[config.mk]
export PLATFORM = sky130hd
export DESIGN_NAME = gf2_poly_div_seq
export DESIGN_NICKNAME = d
export VERILOG_FILES = /design/src/rtl/gf2_poly_div_seq.sv
export SDC_FILE = /design/constraint.sdc
export NUM_CORES = 1
export LEC_CHECK = 0
export ABC_AREA = 0
export CAP_MARGIN = 20
export CORE_MARGIN = 1
export CORE_UTILIZATION = 53
export DETAILED_ROUTE_END_ITERATION = 8
export PLACE_DENSITY = 0.86
export SLEW_MARGIN = 25
export SYNTH_ARGS = -nofsm -noshare
export SYNTH_HDL_FRONTEND = slang
export SYNTH_SLANG_ARGS = --single-unit
[constraint.sdc]
create_clock -name clk -period 2 [get_ports clk]
set_input_delay 0.4 -clock clk [delete_from_list [all_inputs] [get_ports clk]]
set_output_delay 0.4 -clock clk [all_outputs]
set_load 0.02 [all_outputs]
[src/rtl/gf2_poly_div_seq.sv]
// rtl/gf2_poly_div_seq.sv - bit-serial GF(2)[x] long divider: a = q*b ^ r, deg r < deg b.
// The divisor is first normalised so its top bit is set; the remainder is shifted back at the output.
module gf2_poly_div_seq #(
  parameter int DW = 16,
  parameter int NW = 2*DW-1
) (
  input  logic          clk,
  input  logic          rst,
  input  logic          in_valid,
  output logic          in_ready,
  input  logic [NW-1:0] a,
  input  logic [DW-1:0] b,
  output logic          out_valid,
  input  logic          out_ready,
  output logic [NW-1:0] q,
  output logic [DW-1:0] r,
  output logic          div0
);

  localparam int SW = $clog2(DW);
  localparam int CW = $clog2(NW+DW);

  typedef enum logic [1:0] {IDLE, NORM, DIV, DONE} state_t;

  state_t        state, state_nx;
  logic [NW-1:0] dsr;
  logic [DW-1:0] bn;
  logic [DW-2:0] w;
  logic [SW-1:0] s;
  logic [CW-1:0] cnt;
  logic [NW-1:0] q_reg;
  logic          div0_reg;
  logic [DW-1:0] t;
  logic [DW-2:0] w_nx;

  always_ff @(posedge clk) begin
    if (rst) state <= IDLE;
    else     state <= state_nx;
  end

  always_comb begin
    state_nx = state;
    case (state)
      IDLE:    if (in_valid) state_nx = (b == '0) ? DONE : NORM;
      NORM:    if (bn[DW-1]) state_nx = DIV;
      DIV:     if (cnt == CW'(1)) state_nx = DONE;
      DONE:    if (out_ready) state_nx = IDLE;
      default: state_nx = IDLE;
    endcase
  end

  // One long-division step: bring in the next dividend bit, subtract bn if the top bit is set.
  always_comb begin
    t    = {w, dsr[NW-1]};
    w_nx = t[DW-1] ? (t[DW-2:0] ^ bn[DW-2:0]) : t[DW-2:0];
  end

  always_ff @(posedge clk) begin
    if (rst) begin
      dsr      <= '0;
      bn       <= '0;
      w        <= '0;
      s        <= '0;
      cnt      <= '0;
      q_reg    <= '0;
      div0_reg <= 1'b0;
    end else begin
      case (state)
        IDLE: begin
          if (in_valid) begin
            dsr      <= a;
            bn       <= b;
            w        <= '0;
            s        <= '0;
            q_reg    <= '0;
            div0_reg <= (b == '0);
          end
        end
        NORM: begin
          if (!bn[DW-1]) begin
            bn <= bn << 1;
            s  <= s + SW'(1);
          end else begin
            cnt <= CW'(NW) + CW'(s);
          end
        end
        DIV: begin
          // Shifting zeros in from the right supplies the s trailing zero bits.
          dsr   <= dsr << 1;
          w     <= w_nx;
          q_reg <= {q_reg[NW-2:0], t[DW-1]};
          cnt   <= cnt - CW'(1);
        end
        DONE: begin
          if (out_ready) div0_reg <= 1'b0;
        end
        default: ;
      endcase
    end
  end

  assign in_ready  = (state == IDLE);
  assign out_valid = (state == DONE);
  assign q         = q_reg;
  assign r         = {1'b0, w} >> s;
  assign div0      = div0_reg;

endmodule

==> Yosys cells after proc, flatten, opt, wreduce, memory -nomap -nowiden <==
Cells that the tools add are included.
{ "totals": {"register_bits": 106, "latchBits": 0, "mem_bits_rw": 0, "mem_bits_ro": 0, "elab_cells": 59, "memories": 0} }
{ "op_classes": {"addsub": 3, "mul": 0, "n_div": 0, "n_lt_le_gt_ge": 0, "eq_ne": 9, "shifts": 1, "muxes": 24, "bitwise": 1, "reduce_logical": 12} }
{ "op_table": {"columns": ["op", "count"], "rows": [
  ["31-bit case mux with 2 select lines", 2],
  ["31-bit 2-to-1 mux", 2],
  ["16-bit 2-to-1 mux", 2],
  ["16-bit case mux with 2 select lines", 1],
  ["15-bit 2-to-1 mux", 2],
  ["15-bit case mux with 2 select lines", 1],
  ["16-bit zero test", 1],
  ["15-bit by 4-bit right shift with 16-bit output", 1],
  ["15-bit XOR", 1],
  ["6-bit case mux with 2 select lines", 1],
  ["2-bit 2-to-1 mux", 5],
  ["4-bit 2-to-1 mux", 2],
  ["2-bit inequality test, second input constant", 4],
  ["2-bit case mux with 4 select lines", 1],
  ["4-bit case mux with 2 select lines", 1],
  ["2-bit nonzero test", 4],
  ["5-bit by 4-bit adder with 6-bit output, first input constant", 1],
  ["6-bit by 1-bit equality test with 1-bit output, second input constant", 1],
  ["6-bit 2-to-1 mux", 1],
  ["2-bit AND reduction", 3],
  ["3-bit AND reduction", 2],
  ["6-bit by 1-bit subtractor with 6-bit output, second input constant", 1],
  ["4-bit by 1-bit adder with 4-bit output, second input constant", 1],
  ["2-bit equality test, second input constant", 2],
  ["6 further kinds", 7]
]} }

==> Logic depth before layout (Yosys ltp) <==
Gate-level depths: netlist of the first run.
{ "logic_depth": {"word_depth": 4, "mapped_depth": 9} }

==> Worst setup path before layout of the first run <==
OpenSTA, ideal clock, no wires.
{ "synth_path": {"path_type": "register to output", "startpoint": "reg s[0]", "endpoint": "out r[4]", "arrival_ps": 1524, "t_required_ps": 1600, "slack_ps": 76, "path_stages_with_launch": 7, "n_path_buf": 2, "path_cell_list": "dfxtp_1 -> buf_2 -> buf_2 -> nand3b_1 -> o21ai_0 -> mux2i_1 -> o21ai_0"} }
{ "synth_between": {"elab_chain_len": 1} }
{ "synth_rtl": {"columns": ["item", "line", "source"], "rows": [
  ["start: declaration", "29", "logic [SW-1:0] s;"],
  ["start signal: assignment", "82", "s <= s + SW'(1);"],
  ["15-bit by 4-bit right shift with 16-bit output", "105", "assign r = {1'b0, w} >> s;"],
  ["end: declaration", "16", "output logic [DW-1:0] r,"]
]} }
No other way between the ends.

==> Worst setup path after layout of the first run <==
{ "layout_path": {"startpoint": "reg s[1]", "endpoint": "out r[5]"} }
The elaborated chain is that of the path after synthesis.

==> results.txt, run 1 <==
* Outcome: finished, violations left
- The final reports fail on negative setup slack.
- For the pin with the worst max-slew slack, the measured transition is 0.609 ns.
- Initial antenna violation count: 0
- RSZ-0062 raised after global routing: yes
- Routability-driven placement congestion ratio: 0.891
- Total routing usage reported by global routing: 0.268
- Drt total wl: 14200 um
* Final max-slew violation count: 0
* Maximum number of pins on one net before global-route repair: 46
- DR vias: 4959
* Time the worst path needs with I/O delays and setup: 2.32 ns
- Count of warnings emitted by yosys: 0
* FF+latch count, synth: 106
- Most frequently used flop master after synthesis: dfxtp_1
- Library cell occupying the most area in the post-synthesis netlist: dfxtp_1
- In this design, the stage delay of the slowest critical-path cell is 0.42 ns.
- 0 antenna diodes ended up in the layout.
- Fin crit share: 1.16
- Power density of the placed cells: 1070 mW/mm^2
- The initial utilization of the core area, before any placement, comes to 0.549.
- Clock tree skew after final layout: 0.0124 ns
* Most Frequent Cell on Critical Path: mux2_4
- Y dimension of the die: 103 um
* Worst vdd rail ir drop: 0.767 mV
- By area the synthesized netlist is led by dfxtp_1 39%, mux2i_1 10%, nor2_1 7.4%, a22oi_1 6.8%, a211oi_1 4.7%.
- The number of buffers and inverters on the critical path is 2.
* Die area: 0.0106 mm^2
- The worst setup path is of the reg -> out kind.
* Clk buf depth: 2
* Top post-synthesis cells by count: 106 x dfxtp_1, 106 x nor2_1, 55 x mux2i_1
- TritonCTS built the clock tree.
* Nets: 791
- Ratio of cells with drive above 1 in the final layout: 0.214
* Number of fillers in the final layout: 713
* Type of destination of the critical path: output pin
- The first detailed-routing pass took 5 iterations.
- The initialized floorplan defines 36 standard-cell rows.
- For this run the aggregate overflow at the end of global routing stands at 0.
- Post-CTS clock slew at the launch and capture registers of the worst setup and hold paths: 0.10 ns
- Insertion delay of the later-clocked pin in the worst-skew pair: 0.37 ns
- Post-DR vias/cell: 5.70
- Type of origin of the critical path: flip-flop
- Worst Hold Margin: 0.461 ns
- Critical Path, Cell by Cell: buf_12, mux2i_4, mux2_4, mux2i_1, mux2_4, buf_6
- Global-route wire length before repair: 22200 um
- For this run, the register share of the synthesized area comes to 0.394.
- At the worst endpoint, the arrival time is 1.92 ns.
- Number of H-tree branching levels: 3
* Number of clock sinks: 106
- The cell family contributing the most delay on the critical path is multiplexers.
- The min-delay analysis places its worst path in the category in -> reg.
- Overall die width: 103 um
- Post-DR wirelength/cell: 16.4 um
* Final hold viol count: 0
* Worst R2R Setup Slack: 0.11 ns
- Among all stages on the critical path, the largest delay is contributed by dfxtp_4.
- The via count of the first global-routing pass is 4754.
- Cts-stage hold buffer count: 0
- Highest fanout seen on the critical path: 7
- Headroom to the max-slew limit came out at 0.593.
* Synth unique cells: 50
- Synth top area share: 0.394
* Number of top-level design ports: 101
- Post-Syn Instances: 606
- Number of endpoints failing setup at the final stage: 14
- Net Count, Synth: 665
- Critical path data required time: 1.60 ns
- Once routing completed, OpenROAD measured the worst setup slack at -0.318 ns.
- Number of remaining DRC errors: 0
- PortBufs: 99
- Adding up every negative setup slack in the final design gives -2.76 ns.
- Number of nets with antenna violations after routing: 0
- Avg Cell Area, Syn: 8.89 um^2
- In the synthesized netlist the async set-or-reset flop fraction comes to 0.
- Max-cap violations in this run came to 0.
- The core region is 0.00982 mm^2.
- Summed over all nets, the half-perimeter wirelength after detailed placement is 9460 um.
* Iteration-0 DRC count of the detailed router: 246
- Timing-limited maximum frequency: 0.431 GHz
* CTS buffer count: 9
* Area of the mapped netlist: 0.00539 mm^2
* Clock Tree Root: clkbuf_8
- Compared with the post-synthesis result, the final layout area differs by 34.5%.
- Summed over all cells, the static leakage comes to 2.63 nW.
- The synthesized design contains 0 enable-type register cells.
-- path summary, 6_finish.rpt --
check / start / endpoint / cells after the start
worst min register to register: dsr[0] / dsr[0] / 2
worst max register to register: state[0] / bn[3] / 6
worst max-delay path: s[1] / r[5] / 6
worst min-delay path: rst / q[30] / 2
-- power breakdown --
part	switching (mW)	internal [mW]	leakage, nW
Sequential	0.320	2.54	0.868
Clock	0.791	0.603	0.104
Combinational	2.03	1.51	1.66
-- logic make-up after synthesis --
| kind of cell | synth area share |
|---|---|
| mux | 0.138 |
| buf+inv | 0.0569 |
| simple gates | 0.170 |
| compound gates | 0.193 |
| other cells | 0.000696 |
| fa+ha+maj | 0.0186 |
| flops | 0.394 |
| xor+xnor | 0.0292 |
-- routing by layer --
metal  vias up  GRT usage  wire length (um)
li1       2434          -                 -
met1      2364      0.317              5860
met2       135      0.479              7420
met3        26     0.0475               639
met4         0      0.109               328
met5         -          0                 0
-- what timing repair did --
action,CTS,global route
pin swaps,6,3
resized for setup,116,22
setup endpoints to repair,60,16
gates cloned,1,0
buffers inserted,3,4
-- layout make-up --
cell class                      instances  area, um^2  share of cell area
Tap cell                              133         166              0.0230
Clock inverter                          7        87.6              0.0121
Inverter                               10        40.0             0.00552
Multi-Input combinational cell        438        3140               0.433
Clock buffer                            9         124              0.0171
Timing Repair Buffer                  167        1570               0.216
Sequential cell                       106        2130               0.294
-- stage by stage --
stage | power [mW] | cell area (um^2) | setup slack (ns) | utilization | std cells
CTS | 7.71 | 7130 | -0.241 | 0.726 | 866
finish | 7.79 | 7250 | -0.318 | 0.738 | 870
global placement | 6.08 | 6800 | -0.398 | 0.692 | 846
global route | 8.22 | 7250 | -0.344 | 0.738 | 870
floorplan | 5.33 | 5390 | 0.0756 | - | 606
detailed placement | 6.27 | 6800 | -0.462 | 0.692 | 846
-- cells in the final DEF, fill, tap and decap left out, types with 5 or more instances in the layout --
| cell type | Yosys | final |
|---|---|---|
| a311oi_1 | 8 | 8 |
| buf_6 | 2 | 9 |
| clkdlybuf4s50_1 | 0 | 81 |
| a22oi_1 | 49 | 49 |
| clkbuf_8 | 0 | 9 |
| dfxtp_1 | 106 | 103 |
| a311oi_2 | 6 | 6 |
| mux2i_2 | 0 | 6 |
| inv_1 | 7 | 6 |
| nand2b_1 | 18 | 18 |
| mux2_4 | 0 | 7 |
| nor3_1 | 11 | 11 |
| nand2_1 | 28 | 26 |
| a211oi_1 | 34 | 32 |
| o21ai_0 | 8 | 6 |
| nand3_1 | 19 | 19 |
| buf_12 | 0 | 6 |
| a21oi_1 | 18 | 16 |
| xnor2_1 | 15 | 15 |
| buf_4 | 8 | 68 |
| nor2_1 | 106 | 103 |
| mux2i_1 | 55 | 45 |
| ha_1 | 8 | 7 |
| nor4_1 | 5 | 5 |
Note: power is estimated with default switching activity, not from simulation.
==> run 2: changes to the inputs <==
--- a/config.mk
+++ b/config.mk
@@ -8,9 +8,10 @@
 export ABC_AREA = 0
 export CAP_MARGIN = 20
 export CORE_MARGIN = 1
-export CORE_UTILIZATION = 53
+export CORE_UTILIZATION = 50
 export DETAILED_ROUTE_END_ITERATION = 8
-export PLACE_DENSITY = 0.86
+export GPL_ROUTABILITY_DRIVEN = 0
+export PLACE_DENSITY = 0.82
 export SLEW_MARGIN = 25
 export SYNTH_ARGS = -nofsm -noshare
 export SYNTH_HDL_FRONTEND = slang
==> run 2 against run 1 <==
The run still ends with negative setup slack left. Largest power group unchanged. Highest routed layer unchanged. Critical path depth is 1 higher. Combinational power is 2% lower. Non-clock buffer count is 8 lower. Power is 3.2% lower. Die area is 5.9% higher. Largest cell class unchanged. Critical endpoint is now r[4].
==> results.txt, run 2 (synthesized netlist as in run 1, its figures left out) <==
* Met3 Usage GRT: 0.0482 (+0.000780)
* Cell Rows: 37 (+2.8%)
- Number of remaining DRC errors: 0 (unchanged)
- Effective utilization at floorplan: 0.520 (-0.0291)
- The post-route non-filler standard cell count was 865 (-0.57%).
- The placed cell count came to 843 (-0.35%).
- The count of pins over their slew limit came to 0 (unchanged).
* Clock tree from TritonCTS: built
* Combined buffer and inverter count along the critical path: 4 (+2)
- The height of the chip is 106 um (+2.9%).
* Final hold viol count: 0 (unchanged)
* Worst hold path type: in -> reg
- Post-DR wirelength/cell: 16.1 um (-1.7%)
- Number of endpoints failing setup at the final stage: 13 (-1)
- Total iterations of the first detailed-routing run: 5 (unchanged)
- STA classifies the critical path endpoint as an output pin.
* Time the worst path needs with I/O delays and setup: 2.35 ns (+0.0327 ns)
- The maximum clock frequency was 0.425 GHz (-1.4%).
- The H-tree depth was 3 (unchanged).
- Slowest stage cell on the critical path: dfxtp_4
* Slew @ Worst Pin: 0.591 ns (-0.0185 ns)
- Detail Placement HPWL: 9210 um (-2.7%)
- Fin crit share: 1.18 (+0.0164)
- Global-route wire length before repair: 22500 um (+1.5%)
- Biggest cell delay along the critical path: 0.39 ns (-0.03 ns)
* Worst setup path class: reg -> out
- Maximum number of pins on one net before global-route repair: 48 (+4.3%)
- The number of routed nets with antenna violations was 0 (unchanged).
* Critical path data required time: 1.60 ns (about the same)
- Overall power after layout: 7.54 mW (-3.2%)
- Area occupied by multi-input gates: 0.00315 mm^2 (+0.48%)
- The number of vias in the routed layout came to 4943 (-0.32%).
- The layer flagged by global routing as most heavily used is met2.
- Clock tree synthesis selected as its root buffer the cell clkbuf_8.
- The hold buffer count at CTS was 0 (unchanged).
- The met2 track utilization from global routing was 0.454 (-0.0257).
* Total congestion overflow: 0 (unchanged)
- Data arrival time of the critical path: 1.95 ns (+0.03 ns)
- The insertion delay of the later-clocked pin in the worst-skew pair came to 0.36 ns (about the same).
- Highest fanout seen on the critical path: 7 (unchanged)
- The flow ran to the end, but the final reports show violations.
* Most used cells in the layout excluding fill and tap cells: 104 x nor2_1, 103 x dfxtp_1, 81 x clkdlybuf4s50_1
- The ratio of cells with drive above 1 in the final layout came to 0.195 (-0.0196).
* Storage element area: 0.00213 mm^2 (unchanged)
- The routed wire length was 13900 um (-2.2%).
* Clock tree skew after final layout: 0.0125 ns (+0.0000805 ns)
- The placeable core region was 0.0104 mm^2 (+5.6%).
- Slack of the critical path: -0.350 ns (-0.0327 ns)
* CTS buffer count: 9 (unchanged)
* Die area: 0.0112 mm^2 (+5.9%)
- Clk buf depth: 2 (unchanged)
- The reported leakage power was 2.57 nW (-2.2%).
- Initial antenna violation count: 0 (unchanged)
* Number of clock sinks: 106 (unchanged)
- From synthesis to final layout, the design area changed by 33.2%.
- Critical Path, Cell by Cell: buf_6, inv_4, buf_4, mux2i_2, mux2i_1, o21ai_0, buf_2
- The overall routing resource usage was 0.249 (-0.0191).
- The horizontal die dimension is 106 um (+2.9%).
- The filler cell count in the final layout was 777 (+9.0%).
- The violation count after the first detailed-route iteration is 276 (+12%).
- Failing checks: negative setup slack
* Nets: 783 (-1.0%)
- Number of max-capacitance violations reported: 0 (unchanged)
- The final sum of negative setup slack is -2.80 ns (-0.0371 ns).
* Power density of the placed cells: 1050 mW/mm^2 (-2.3%)
- The global routing met1 resource utilization came to 0.287 (-0.0296).
- Post-DR vias/cell: 5.71 (+0.25%)
* Post-CTS clock slew at the launch and capture registers of the worst setup and hold paths: 0.10 ns (about the same)
- Setup repair after global routing could not meet its margin everywhere.
* Most common cell after layout, fill and taps aside: nor2_1
* Kind of cell adding the most delay to the critical path: buffers and inverters
- Number of top-level design ports: 101 (unchanged)
* Diode insertion count for antenna repair: 0 (unchanged)
* Setup slack at placement: -0.417 ns (+0.0450 ns)
- PortBufs: 99 (unchanged)
- Worst vdd rail ir drop: 0.598 mV (-22%)
- The remaining max-slew budget at the tightest pin is 0.605 (+0.0124).
* Type of origin of the critical path: flip-flop
- Via count of the first global-routing pass: 4800 (+0.97%)
[run 2: cell count changes in the layout (fill, tap and decap cells not counted), sizes merged]
cell and delta:
inv -1, clkbuf +3, bufinv -1, buf -9, clkinv -1, clkinvlp +1
[run 2: metal layers]
layer / routed length [um] / part of all wire
met5: 0 / 0
met4: 287 / 0.021
met1: 5780 / 0.41
met3: 611 / 0.044
met2: 7250 / 0.52
[run 2: worst register-to-register path, stage by stage, from the launching register on]
cell and delay [ns]:
dfxtp_1 0.35, buf_4 0.13, ha_1 0.38, mux2i_1 0.21, a21oi_4 0.17, buf_12 0.19, nor2_1 0.07, a311oi_1 0.25
[run 2: per-stage QoR]
step | hold WS (ns) | area (um^2) | util
after floorplan | 0.432 | 5390 | -
after global placement | 0.454 | 6770 | 0.653
after detailed placement | 0.462 | 6770 | 0.653
after CTS | 0.440 | 7020 | 0.677
after global routing | 0.463 | 7180 | 0.692
final | 0.461 | 7180 | 0.692
[run 2: worst paths after layout]
| check | start | to | slack, ns | cells past startpoint |
|---|---|---|---|---|
| setup / recovery | s[0] | r[4] | -0.35 | 7 |
| setup reg to reg | state[0] | bn[4] | 0.17 | 7 |
| hold / removal | rst | w[9] | 0.46 | 2 |
| hold reg to reg | dsr[0] | dsr[0] | 0.48 | 2 |
[run 2: area by class of cell]
| class | count | area share |
|---|---|---|
| clock buffers | 11 | 0.0183 |
| clock inverters | 5 | 0.00558 |
| inverters | 10 | 0.00558 |
| multi-input cells | 438 | 0.439 |
| flip-flops and latches | 106 | 0.297 |
| well taps | 136 | 0.0237 |
| repair buffers | 159 | 0.211 |
[run 2: power breakdown]
group | internal (mW) | switching [mW] | leakage, nW
registers | 2.54 | 0.318 | 0.868
logic | 1.51 | 1.97 | 1.62
clock network | 0.464 | 0.742 | 0.0814
total | 4.52 | 3.03 | 2.57
[run 2: timing repair]
item,in CTS,in global routing
setup endpoints to repair,19,17
buffers inserted,2,2
cloned,1,1
pin swaps,5,4
resized for setup,105,22
